==> config.mk <==
export PLATFORM = sky130hd
export DESIGN_NAME = instruction_prefetch_flat
export DESIGN_NICKNAME = d
export VERILOG_FILES = /design/src/rtl/instruction_prefetch_pkg.sv /design/src/rtl/instruction_prefetch_if.sv /design/src/rtl/instruction_prefetch_fifo.sv /design/src/rtl/instruction_prefetch.sv /design/src/flat_wrapper.sv
export SDC_FILE = /design/constraint.sdc
export NUM_CORES = 1
export LEC_CHECK = 0
export BUFFER_PORTS_ARGS = -buffer_cell sky130_fd_sc_hd__buf_2
export CORE_ASPECT_RATIO = 0.9
export CORE_MARGIN = 2
export CORE_UTILIZATION = 50
export CTS_CLUSTER_SIZE = 16
export DETAILED_ROUTE_END_ITERATION = 7
export PLACE_DENSITY = 0.7
export SYNTH_ARGS = -nofsm -noshare
export SYNTH_HDL_FRONTEND = slang
export SYNTH_SLANG_ARGS = --single-unit
==> constraint.sdc <==
create_clock -name clk_2 -period 6.92 [get_ports clk_2]
set_clock_uncertainty 0.15 [all_clocks]
set_input_delay 2.076 -clock clk_2 [delete_from_list [all_inputs] [get_ports clk_2]]
set_output_delay 2.076 -clock clk_2 [all_outputs]
set_load 0.1 [all_outputs]
==> src/rtl/instruction_prefetch_pkg.sv <==
// Shared definitions for the instruction prefetch slice: address width,
// reset fetch address, PC type and the prefetch state encoding.
package mosby_pkg;

    localparam int unsigned ADDR_W = 16;
    localparam logic [ADDR_W-1:0] RESET_PC = '0;

    typedef logic [ADDR_W-1:0] pc_t;

    typedef enum logic [1:0] {
        PF_REDIRECT,
        PF_FILL,
        PF_STALL
    } pf_state_e;

endpackage

==> src/rtl/instruction_prefetch_if.sv <==
// Prefetch queue bus: redirect control, memory read port and decoder handshake.
// master = prefetch queue side, slave = core/memory/decoder side.
interface instruction_prefetch_if #(
    parameter int unsigned DEPTH  = 4,
    parameter int unsigned ADDR_W = 16
);
    localparam int unsigned LEVEL_W = $clog2(DEPTH + 1);

    logic              flush;
    logic [ADDR_W-1:0] flush_addr;
    logic              mem_rd;
    logic [ADDR_W-1:0] mem_addr;
    logic [7:0]        mem_data;
    logic [7:0]        instruction;
    logic [ADDR_W-1:0] instr_pc;
    logic              q_valid;
    logic              pop;
    logic [LEVEL_W-1:0] level;

    modport master (
        input  flush, flush_addr, mem_data, pop,
        output mem_rd, mem_addr, instruction, instr_pc, q_valid, level
    );

    modport slave (
        output flush, flush_addr, mem_data, pop,
        input  mem_rd, mem_addr, instruction, instr_pc, q_valid, level
    );

endinterface

==> src/rtl/instruction_prefetch_fifo.sv <==
// Circular queue of {opcode byte, fetch address} entries with synchronous
// clear; head entry is read straight from the storage registers.
module prefetch_fifo #(
    parameter int unsigned DEPTH  = 4,
    parameter int unsigned ADDR_W = 16
) (
    input  logic                         clk,
    input  logic                         clear,
    input  logic                         push,
    input  logic [7:0]                   push_byte,
    input  logic [ADDR_W-1:0]            push_pc,
    input  logic                         pop,
    output logic [7:0]                   head_byte,
    output logic [ADDR_W-1:0]            head_pc,
    output logic [$clog2(DEPTH+1)-1:0]   count
);
    localparam int unsigned PTR_W = $clog2(DEPTH);
    localparam int unsigned CNT_W = $clog2(DEPTH + 1);

    logic [7:0]        byte_mem [DEPTH];
    logic [ADDR_W-1:0] pc_mem   [DEPTH];
    logic [PTR_W-1:0]  rd_ptr;
    logic [PTR_W-1:0]  wr_ptr;
    logic [CNT_W-1:0]  cnt;
    logic              do_pop;

    assign do_pop = pop && (cnt != '0);

    always_ff @(posedge clk) begin
        if (clear) begin
            rd_ptr <= '0;
            wr_ptr <= '0;
            cnt    <= '0;
            for (int unsigned i = 0; i < DEPTH; i++) begin
                byte_mem[PTR_W'(i)] <= '0;
                pc_mem[PTR_W'(i)]   <= '0;
            end
        end else begin
            if (push) begin
                byte_mem[wr_ptr] <= push_byte;
                pc_mem[wr_ptr]   <= push_pc;
                wr_ptr           <= wr_ptr + PTR_W'(1);
            end
            if (do_pop) begin
                rd_ptr <= rd_ptr + PTR_W'(1);
            end
            case ({push, do_pop})
                2'b10:   cnt <= cnt + CNT_W'(1);
                2'b01:   cnt <= cnt - CNT_W'(1);
                default: cnt <= cnt;
            endcase
        end
    end

    assign head_byte = byte_mem[rd_ptr];
    assign head_pc   = pc_mem[rd_ptr];
    assign count     = cnt;

endmodule

==> src/rtl/instruction_prefetch.sv <==
// Byte-wide instruction prefetch queue: issues one memory read per cycle while
// queue plus in-flight byte has room, and redirects on flush or reset.
module instruction_prefetch #(
    parameter int unsigned       DEPTH    = 4,
    parameter int unsigned       ADDR_W   = mosby_pkg::ADDR_W,
    parameter logic [ADDR_W-1:0] RESET_PC = mosby_pkg::RESET_PC
) (
    input logic                    clk_2,
    input logic                    rst,
    instruction_prefetch_if.master bus
);
    import mosby_pkg::*;

    localparam int unsigned CNT_W = $clog2(DEPTH + 1);

    pf_state_e         state;
    logic [ADDR_W-1:0] fetch_pc;
    logic [ADDR_W-1:0] inflight_pc;
    logic              inflight;
    logic              redirect;
    logic              issue;
    logic              push;
    logic              pop_ok;
    logic [CNT_W-1:0]  count;
    logic [CNT_W-1:0]  count_next;
    logic [CNT_W:0]    occ_next;

    assign redirect = rst || bus.flush;
    // STALL is registered from next-cycle occupancy (queue + in-flight), so
    // issuing only outside STALL is equivalent to count+inflight < DEPTH.
    assign issue    = !redirect && (state != PF_STALL);
    assign push     = inflight && !redirect;
    assign pop_ok   = bus.pop && (count != '0);

    always_comb begin
        count_next = count;
        if (push && !pop_ok) begin
            count_next = count + CNT_W'(1);
        end else if (!push && pop_ok) begin
            count_next = count - CNT_W'(1);
        end
        occ_next = {1'b0, count_next} + (CNT_W + 1)'(issue);
    end

    always_ff @(posedge clk_2) begin
        if (redirect) begin
            state    <= PF_REDIRECT;
            inflight <= 1'b0;
            fetch_pc <= rst ? RESET_PC : bus.flush_addr;
        end else begin
            inflight <= issue;
            if (issue) begin
                fetch_pc    <= fetch_pc + ADDR_W'(1);
                inflight_pc <= fetch_pc;
            end
            state <= (occ_next < (CNT_W + 1)'(DEPTH)) ? PF_FILL : PF_STALL;
        end
    end

    prefetch_fifo #(
        .DEPTH  (DEPTH),
        .ADDR_W (ADDR_W)
    ) u_fifo (
        .clk       (clk_2),
        .clear     (redirect),
        .push      (push),
        .push_byte (bus.mem_data),
        .push_pc   (inflight_pc),
        .pop       (pop_ok),
        .head_byte (bus.instruction),
        .head_pc   (bus.instr_pc),
        .count     (count)
    );

    assign bus.mem_rd   = issue;
    assign bus.mem_addr = fetch_pc;
    assign bus.q_valid  = (count != '0);
    assign bus.level    = count;

endmodule

==> src/flat_wrapper.sv <==
// flat-port wrapper written by rule: the top's interface ports become plain ports
module instruction_prefetch_flat import mosby_pkg::*;
#(
    parameter int unsigned       DEPTH    = 4,
    parameter int unsigned       ADDR_W   = mosby_pkg::ADDR_W,
    parameter logic [ADDR_W-1:0] RESET_PC = mosby_pkg::RESET_PC
)
  (clk_2, rst, bus_flush, bus_flush_addr, bus_mem_data, bus_pop, bus_mem_rd, bus_mem_addr, bus_instruction, bus_instr_pc, bus_q_valid, bus_level);
  instruction_prefetch_if #(.DEPTH(DEPTH), .ADDR_W(ADDR_W)) bus_i ();
  input logic clk_2;
  input logic rst;
  input wire logic [$bits(bus_i.flush)-1:0] bus_flush;
  input wire logic [$bits(bus_i.flush_addr)-1:0] bus_flush_addr;
  input wire logic [$bits(bus_i.mem_data)-1:0] bus_mem_data;
  input wire logic [$bits(bus_i.pop)-1:0] bus_pop;
  output wire logic [$bits(bus_i.mem_rd)-1:0] bus_mem_rd;
  output wire logic [$bits(bus_i.mem_addr)-1:0] bus_mem_addr;
  output wire logic [$bits(bus_i.instruction)-1:0] bus_instruction;
  output wire logic [$bits(bus_i.instr_pc)-1:0] bus_instr_pc;
  output wire logic [$bits(bus_i.q_valid)-1:0] bus_q_valid;
  output wire logic [$bits(bus_i.level)-1:0] bus_level;
  assign bus_i.flush = bus_flush;
  assign bus_i.flush_addr = bus_flush_addr;
  assign bus_i.mem_data = bus_mem_data;
  assign bus_i.pop = bus_pop;
  assign bus_mem_rd = bus_i.mem_rd;
  assign bus_mem_addr = bus_i.mem_addr;
  assign bus_instruction = bus_i.instruction;
  assign bus_instr_pc = bus_i.instr_pc;
  assign bus_q_valid = bus_i.q_valid;
  assign bus_level = bus_i.level;
  instruction_prefetch #(.DEPTH(DEPTH), .ADDR_W(ADDR_W), .RESET_PC(RESET_PC)) u_core (.clk_2(clk_2), .rst(rst), .bus(bus_i));
endmodule
==> qor.yml <==
min_path:
  hold_class: "flip-flop to flip-flop"
critical_path:
  crit_path_end_kind: "output port"
  required_ns: 4.69
  cp.arrival_ns: 3.33
  crit_fanout: 18
  cp-start-kind: "primary input"
  path_class: "primary input to output port"
placed_design:
  dpl.hpwl_mm: 7.54
  dpl_cell_area_um2: 6760
  place.port_buffers: 72
  gp_congestion: 0.854
  dp_slack_ns: 1.36
yosys:
  yosys_warnings: 0
  synthesis.nets: 463
  synthFlopType: "edfxtp_1"
  synth-compound-area-share_pct: 2.87
  synth_cells: 428
  synth-xor-area-share_pct: 2.39
  synth-edff-count: 128
  synthMuxAreaShare_pct: 9.16
  synthArstFlopShare_pct: 0
  synth-seq-cells: 140
  ys_seq_area_share_pct: 65.4
  syn_area_um2: 6240
  synthTopCellsByArea: "edfxtp_1, mux4_2, and2_1"
  yosys.area_share.simple_pct: 16.2
  syn_area_per_cell_um2: 14.6
  yosys.area.top_type: "edfxtp_1"
  synth_top_family_by_area: "simple AND/OR/NAND/NOR gates"
  synth_cell_type_count: 38
  netlist.area_leader.share_pct: 61.6
  yosys.area_share.adder_pct: 1.40
layout:
  fin_nets: 537
  drive_gt1_share_pct: 27.8
  diodes: 0
  final_common_cell: "edfxtp_1"
  mostFrequentLayoutCells: "edfxtp_1, and2_1, buf_2, nor2_1, and3_1"
  utilization_pct: 60.8
  area_growth_pct: 18.1
  postLayoutCellArea_um2: 7370
grt:
  antenna_found_initial: 0
  grt_pass1_vias: 3758
  grt_max_degree: 34
  overflow: 0
  grt_pass1_wl_mm: 19.6
  grt_util_all_layers_pct: 19.9
cts:
  cts.sinks: 140
  h-tree-depth: 4
  cts_resized: 0
  cts_buffer_depth: 2
  clock_latency_ns: 0.41
  cts_tree: "done"
  cts_hold_buf: 0
  cts_inserted_buffers: 17
  cts-root-buf: "clkbuf_16"
  cts.clk_slew.worst_paths_ns: 0.05
  postCtsSetupBuffers: 0
die:
  die_h_um: 110
  start_util_pct: 51.5
  io_pins: 73
  dieArea_um2: 13400
  fp.coreArea_um2: 12100
  die_w_um: 122
  rows: 38
route:
  drt-met1-wl_mm: 5.47
  wire_per_inst_um: 17.9
  drtAntennaViolNets: 0
  vias_per_cell: 5.46
  maxUsedRoutingLayer: "met4"
  drtIter0Drc: 429
  drt_drc_violations_left: 0
  routed-wl-met2_mm: 5.82
  drt-total-wl_mm: 12.1
  wl_met3_um: 715
  route.vias.total: 3685
  drtPass1Iterations: 5
sta:
  worstMarginPinSlew_ns: 1.11
  setup-tns-final_ns: 0
  post-route-period-util_pct: 80.3
  slew-limit-headroom_pct: 25.6
  rsz0062_at_grt: "no"
  timing.fmax_mhz: 180
  period_needed_ns: 5.56
  holdWs_ns: 0.374
  setup_slack_ns: 1.36
  drv_slew: 0
  hold_violations: 0
  setup_violations: 0
power:
  ir_worst_vdd_v: 0.000160
  power.density_nw_per_um2: 289
  p_leak_nw: 2.95
flow_run:
  cap_violations: 0
status:
  status: "finished, final reports clean"
-- layout make-up --
class,count,area [µm²]
Fill cell,939,4750
Sequential cell,140,4080
Multi-Input combinational cell,254,2020
Clock buffer,18,429
Timing Repair Buffer,81,428
Tap cell,160,200
Clock inverter,14,176
Inverter,8,30.0
-- worst paths after layout --
| check | slack, ns | depth (start not counted) | from | to |
|---|---|---|---|---|
| hold reg to reg | 0.37 | 2 | u_core.u_fifo.rd_ptr[1] | u_core.u_fifo.rd_ptr[1] |
| setup reg to reg | 3.73 | 5 | u_core.inflight | u_core.u_fifo.pc_mem[2][2] |
| setup / recovery | 1.36 | 4 | rst | bus_mem_rd |
| hold / removal | 0.37 | 2 | u_core.u_fifo.rd_ptr[1] | u_core.u_fifo.rd_ptr[1] |
-- where the power goes --
part | total (mW) | switching, mW | internal (mW)
Sequential | 0.995 | 0.0288 | 0.967
Clock | 0.922 | 0.325 | 0.597
Combinational | 0.215 | 0.172 | 0.0434
Total | 2.13 | 0.526 | 1.61
-- synthesized netlist by cell type (all sizes together), types with 4 or more instances --
| library cell | count |
|---|---|
| edfxtp | 128 |
| and2 | 72 |
| nor2 | 26 |
| and3 | 25 |
| mux4 | 24 |
| clkbuf | 21 |
| nand2 | 13 |
| dfxtp | 12 |
| nand3 | 11 |
| nor3 | 10 |
| xor2 | 10 |
| a211oi | 8 |
| inv | 8 |
| ha | 7 |
| xnor2 | 7 |
| o21ai | 6 |
| buf | 5 |
| a311oi | 4 |
| or3 | 4 |
-- state kept, by name, indices dropped and copies added (netlist names), named ones only --
name                    count
u_core.u_fifo.count         3
u_core.state                2
u_core.u_fifo.pc_mem       64
u_core.inflight             1
u_core.u_fifo.wr_ptr        2
u_core.u_fifo.rd_ptr        2
u_core.bus.mem_addr        16
u_core.u_fifo.byte_mem     32
u_core.inflight_pc         16
-- cell families (layout without fill, tap and decap cells) --
kind of cell	Yosys count	count (layout)
simple gates	177	177
flops	140	140
buf+inv	34	121
mux	27	27
compound gates	26	26
xor+xnor	17	17
fa+ha+maj	7	7
-- through the flow --
stage	total power [mW]	instances
final	2.13	675
after global routing	2.20	675
after CTS	2.15	675
after detailed placement	1.23	643
after global placement	1.22	643
after floorplan	1.18	428
-- critical path, cell delays in order --
cell	delay [ns]
buf_2	0.20
or2_2	0.48
nor2_1	0.14
buf_2	0.43
-- routing by layer --
metal / vias to the layer above / track usage (%)
met3: 6 / 5.40
li1: 1751 / -
met5: - / 0
met2: 132 / 31.5
met4: 0 / 5.67
met1: 1796 / 27.3
Power figures use the tool's default switching activity.
